===== src/rtl/fc_sched.sv =====
// Fully-connected classifier sequencer: walks every class, streams fm/weight
// read beats to the MAC front-end and keeps a signed running argmax.
// Optional FC_SCHED_SCORE_OUT_EN adds the o_score output (winning score).
module fc_sched #(
  parameter int unsigned N_CLASS = 27,
  parameter int unsigned N_TILE  = 48,
  parameter int unsigned ACC_W   = 21,
  parameter int unsigned RD_LAT  = 1
) (
  input  logic                    clk,
  input  logic                    rst_n,
  input  logic                    i_start,
  input  logic [8:0]              i_fm_base_addr,
  input  logic [12:0]             i_wt_base_addr,
  output logic [15:0]             o_fm_addr,
  output logic [15:0]             o_wt_addr,
  output logic                    o_rd_en,
  output logic                    o_mac_clr,
  output logic                    o_mac_en,
  output logic                    o_mac_last,
  input  logic                    i_mac_done,
  input  logic signed [ACC_W-1:0] i_mac_sum,
  output logic                    o_busy,
  output logic                    o_result_valid,
`ifdef FC_SCHED_SCORE_OUT_EN
  output logic signed [ACC_W-1:0] o_score,
`endif
  output logic [4:0]              o_result
);

  localparam int unsigned TILE_W = (N_TILE > 1) ? $clog2(N_TILE) : 1;

  typedef enum logic [2:0] {IDLE, CLR, ISSUE, WAIT, CMP, DONE} state_t;

  state_t                  state, state_nxt;
  logic [8:0]              fm_base;
  logic [12:0]             wt_base;
  logic [4:0]              cls, best_idx;
  logic [TILE_W-1:0]       tile;
  logic signed [ACC_W-1:0] sum, best;
  logic [RD_LAT-1:0]       en_pipe, last_pipe;
  logic                    last_tile, last_cls, take;

  assign last_tile = (tile == TILE_W'(N_TILE - 1));
  assign last_cls  = (cls == 5'(N_CLASS - 1));
  // class 0 always seeds the argmax; strict compare keeps the lower index on ties
  assign take      = (cls == '0) || (sum > best);

  assign o_fm_addr  = 16'(fm_base) + 16'(tile);
  assign o_wt_addr  = 16'(wt_base) + 16'(cls) * 16'(N_TILE) + 16'(tile);
  assign o_mac_en   = en_pipe[RD_LAT-1];
  assign o_mac_last = last_pipe[RD_LAT-1];

  always_ff @(posedge clk or negedge rst_n) begin
    if (!rst_n) state <= IDLE;
    else        state <= state_nxt;
  end

  always_comb begin
    state_nxt      = state;
    o_rd_en        = 1'b0;
    o_mac_clr      = 1'b0;
    o_busy         = 1'b1;
    o_result_valid = 1'b0;
    unique case (state)
      IDLE: begin
        o_busy = 1'b0;
        if (i_start) state_nxt = CLR;
      end
      CLR: begin
        o_mac_clr = 1'b1;
        state_nxt = ISSUE;
      end
      ISSUE: begin
        o_rd_en = 1'b1;
        if (last_tile) state_nxt = WAIT;
      end
      WAIT: if (i_mac_done) state_nxt = CMP;
      CMP:  state_nxt = last_cls ? DONE : CLR;
      DONE: begin
        o_result_valid = 1'b1;
        state_nxt      = IDLE;
      end
      default: state_nxt = IDLE;
    endcase
  end

  always_ff @(posedge clk or negedge rst_n) begin
    if (!rst_n) begin
      fm_base   <= '0;
      wt_base   <= '0;
      cls       <= '0;
      tile      <= '0;
      sum       <= '0;
      best      <= '0;
      best_idx  <= '0;
      o_result  <= '0;
`ifdef FC_SCHED_SCORE_OUT_EN
      o_score   <= '0;
`endif
      en_pipe   <= '0;
      last_pipe <= '0;
    end else begin
      unique case (state)
        IDLE: if (i_start) begin
          fm_base <= i_fm_base_addr;
          wt_base <= i_wt_base_addr;
          cls     <= '0;
        end
        CLR:   tile <= '0;
        ISSUE: if (!last_tile) tile <= tile + TILE_W'(1);
        WAIT:  if (i_mac_done) sum <= i_mac_sum;
        CMP: begin
          if (take) begin
            best     <= sum;
            best_idx <= cls;
          end
          // final class: publish the post-compare winner directly so it lines up with DONE
          if (last_cls) begin
            o_result <= take ? cls : best_idx;
`ifdef FC_SCHED_SCORE_OUT_EN
            o_score  <= take ? sum : best;
`endif
          end else begin
            cls <= cls + 5'd1;
          end
        end
        default: ;
      endcase
      en_pipe[0]   <= (state == ISSUE);
      last_pipe[0] <= (state == ISSUE) && last_tile;
      for (int unsigned i = 1; i < RD_LAT; i++) begin
        en_pipe[i]   <= en_pipe[i-1];
        last_pipe[i] <= last_pipe[i-1];
      end
    end
  end

endmodule


===== config.mk =====
export PLATFORM = sky130hd
export DESIGN_NAME = fc_sched
export DESIGN_NICKNAME = d
export VERILOG_FILES = /design/src/rtl/fc_sched.sv
export SDC_FILE = /design/constraint.sdc
export NUM_CORES = 1
export LEC_CHECK = 0
export CAP_MARGIN = 20
export CORE_MARGIN = 2
export CORE_UTILIZATION = 28
export CTS_BUF_LIST = sky130_fd_sc_hd__clkbuf_8
export DETAILED_ROUTE_END_ITERATION = 8
export PLACE_DENSITY = 0.47
export SLEW_MARGIN = 5
export SYNTH_ARGS = -nofsm -noshare
export SYNTH_HDL_FRONTEND = slang
export SYNTH_SLANG_ARGS = --single-unit
export TNS_END_PERCENT = 5

===== constraint.sdc =====
create_clock -name clk -period 12.1 [get_ports clk]
set_clock_uncertainty 0.05 [all_clocks]
set_input_delay 3.63 -clock clk [delete_from_list [all_inputs] [get_ports clk]]
set_output_delay 3.63 -clock clk [all_outputs]
set_load 0.01 [all_outputs]

==> flow_metrics.env <==
export IMPL_cpMostUsedCell="ha_1"
export IMPL_setup_viol=0
export IMPL_status="complete, no violations"
export IMPL_antenna_found_initial=0
export IMPL_place_gp_congestion=0.733
export IMPL_cpMaxStageDelayCell="clkdlybuf4s50_1"
export IMPL_synthArstFlopShare=1.00
export IMPL_worstHoldStart="best[16]$_DFFE_PN0P_"
export IMPL_die_area_um2=19900
export IMPL_overflow=0
export IMPL_area_delta_synth_final_pct=23.3
export IMPL_syn_area_um2=5250
export IMPL_worst_path_buf_inv=1
export IMPL_clk_latency_ns=0.38
export IMPL_synth_most_common_cell="dfrtp_1"
export IMPL_synth_seq_cells=90
export IMPL_synth_edff_count=0
export IMPL_via_per_inst=4.60
export IMPL_port_buffers=81
export IMPL_synth_top_cell_by_area="dfrtp_1"
export IMPL_clock_fmax_mhz=129
export IMPL_ys_warn_count=0
export IMPL_cp_end_kind="output pin"
export IMPL_post_cts_buffers=0
export IMPL_cap_violations=0
export IMPL_nets=661
export IMPL_core_um2=18600
export IMPL_io_pins=90
export IMPL_path_max_fanout=7
export IMPL_hold_viol=0
export IMPL_vias=3633
export IMPL_synthTopCellsByCount="dfrtp_1 (90), ha_1 (57), inv_1 (42), mux2_2 (36), nor2_1 (30)"
export IMPL_ctsHoldBuffers=0
export IMPL_synth_area_leaders="dfrtp_1 (43%), ha_1 (14%), mux2_2 (7.7%)"
export IMPL_tightest_slew_ns=0.850
export IMPL_synth_cell_types=51
export IMPL_reg2reg_to="best[4]$_DFFE_PN0P_"
export IMPL_setup_ws_ns=4.37
export IMPL_synth_top_cell_area_share=0.429
export IMPL_rr_startpoint="sum[20]$_DFFE_PN0P_"
export IMPL_cts_resized=0
export IMPL_diodes=0
export IMPL_grt_pass1_wl_um=18400
export IMPL_drt_iter0_drc=103
export IMPL_synth_seq_area_share=0.429
export IMPL_drive_gt1_frac=0.108
export IMPL_place_ws_ns=4.75
export IMPL_hold_class="reg -> reg"
export IMPL_cts_buffers=9
export IMPL_grt_max_degree=63
export IMPL_clk_path_buf_depth=2
export IMPL_synth_cells=469
export IMPL_wl_per_cell_um=14.1
export IMPL_critical_path_required_ns=8.42
export IMPL_slew_headroom=0.432
export IMPL_powerDensity_nw_per_um2=255
export IMPL_post_dp_hpwl_um=8050
export IMPL_clk_pin_slew_ns=0.08
export IMPL_post_route_period_util=0.639
export IMPL_drc=0
export IMPL_cts_tree="built"
export IMPL_htreeDepth=3
export IMPL_clockRootBuffer="clkbuf_8"
export IMPL_report_final_slew_viol_count=0
export IMPL_dr_pass1_iters=4
export IMPL_initial_core_util=0.283
export IMPL_avgSynthCellArea_um2=11.2
export IMPL_die_height_um=141
export IMPL_rsz0062_at_grt="no"
export IMPL_p_leak_nw=2.99
export IMPL_min_path_cells=1
export IMPL_tns_ns=0
export IMPL_die_width_um=141
export IMPL_hold_end="best[16]$_DFFE_PN0P_"
export IMPL_std_cell_rows=50
export IMPL_cp_arrival_ns=4.05
export IMPL_max_vdd_ir_drop_mv=0.171
export IMPL_grt_pass1_vias=3707
export IMPL_grt_use_total=0.117
export IMPL_reg2reg_depth=9
export IMPL_clock_sinks=90
export IMPL_worst_r2r_setup_slack_ns=8.81
export IMPL_start_kind="flip-flop"
export IMPL_totalWireLength_um=11100
export IMPL_finalCriticalPeriod_ns=7.73
export IMPL_max_stage_delay_ns=0.55
export IMPL_synth_main_ff_cell="dfrtp_1"
export IMPL_crit_type="reg -> out"
export IMPL_cp_top_family="adder cells"
export IMPL_postRouteAntennaNets=0
export IMPL_crit_chain="ha_1, fa_1, a21oi_1, nor2_1, nor2_1, xnor2_1, ha_1, ha_1, and3_1, o211ai_1, nand3_1, o41ai_1, xnor2_1, clkdlybuf4s50_1"
cells by family (layout without fill, tap and decap cells):
| logic type | after synthesis | count (layout) | share of synthesized area |
|---|---|---|---|
| fa+ha+maj | 62 | 62 | 0.155 |
| buf+inv | 62 | 142 | 0.0543 |
| flops | 90 | 90 | 0.429 |
| simple gates | 90 | 90 | 0.0879 |
| other cells | 1 | 8 | 0.000714 |
| compound gates | 70 | 70 | 0.0853 |
| xor+xnor | 26 | 26 | 0.0434 |
| mux | 68 | 68 | 0.145 |
registers in the layout, indices dropped and copies added, names as in the netlist:
register,cells
o_mac_last,1
wt_base,13
best,21
o_mac_en,1
o_result,5
best_idx,5
sum,21
tile,6
state,3
cls,5
fm_base,9
how the worst max path moves through the flow:
stage / from / to / depth (start not counted)
floorplan: cls[1]$_DFFE_PN0P_ / o_wt_addr[12] / 13
global placement: cls[1]$_DFFE_PN0P_ / o_wt_addr[12] / 14
detailed placement: cls[1]$_DFFE_PN0P_ / o_wt_addr[12] / 14
CTS: cls[1]$_DFFE_PN0P_ / o_wt_addr[12] / 14
global route: cls[1]$_DFFE_PN0P_ / o_wt_addr[12] / 14
finish: cls[1]$_DFFE_PN0P_ / o_wt_addr[12] / 14
per-stage QoR:
stage	hold slack, ns	power, mW	area [µm²]	instances	utilization
after detailed placement	0.424	1.45	6280	775	0.338
after CTS	0.450	1.68	6470	790	0.348
after floorplan	0.406	1.10	5280	476	-
final	0.442	1.65	6470	790	0.348
after global placement	0.421	1.44	6280	775	0.338
after global routing	0.455	1.80	6470	790	0.348
layout by cell type (no fill, tap or decap), types with 2 or more instances in the layout:
| cell type | netlist | layout |
|---|---|---|
| a21o_1 | 9 | 9 |
| a21oi_1 | 21 | 21 |
| a31oi_1 | 2 | 2 |
| and3_1 | 4 | 4 |
| and3b_1 | 2 | 2 |
| buf_4 | 8 | 5 |
| clkbuf_8 | 0 | 13 |
| clkdlybuf4s50_1 | 0 | 80 |
| conb_1 | 1 | 8 |
| dfrtp_1 | 90 | 90 |
| fa_1 | 5 | 5 |
| ha_1 | 57 | 57 |
| inv_1 | 42 | 43 |
| mux2_1 | 27 | 27 |
| mux2_2 | 36 | 36 |
| mux2i_1 | 5 | 5 |
| nand2_1 | 14 | 14 |
| nand3_1 | 12 | 12 |
| nand3b_1 | 3 | 3 |
| nand4_1 | 6 | 6 |
| nor2_1 | 30 | 29 |
| nor2b_1 | 2 | 2 |
| nor3_1 | 5 | 5 |
| nor3b_1 | 2 | 2 |
| o211ai_1 | 2 | 2 |
| o21a_1 | 2 | 2 |
| o21ai_0 | 14 | 14 |
| o21ai_1 | 5 | 5 |
| o21bai_1 | 3 | 3 |
| o31ai_1 | 2 | 2 |
| or3_1 | 3 | 3 |
| xnor2_1 | 17 | 17 |
| xor2_1 | 9 | 9 |
routing by layer:
| layer | vias to the layer above | wire, µm | GRT usage | part of all wire |
|---|---|---|---|---|
| met2 | 85 | 5140 | 0.191 | 0.46 |
| met5 | - | 0 | 0 | 0 |
| li1 | 1781 | - | - | - |
| met1 | 1747 | 5280 | 0.147 | 0.47 |
| met3 | 20 | 548 | 0.0421 | 0.049 |
| met4 | 0 | 169 | 0.0300 | 0.015 |
final cells by class:
class	instances	area, µm²
timing repair buffer	85	838
sequential	90	2250
inverter	42	158
clock inverter	2	11.3
fill	1862	12100
multi-input combinational	324	2740
tap	234	293
clock buffer	13	179
power by group:
part	leakage (nW)	total, mW	switching, mW	internal [mW]
Sequential	1.14	0.519	0.0961	0.423
Clock	0.0989	0.206	0.110	0.0955
Combinational	1.75	0.927	0.429	0.498
Total	2.99	1.65	0.635	1.02
Power figures use the tool's default switching activity.
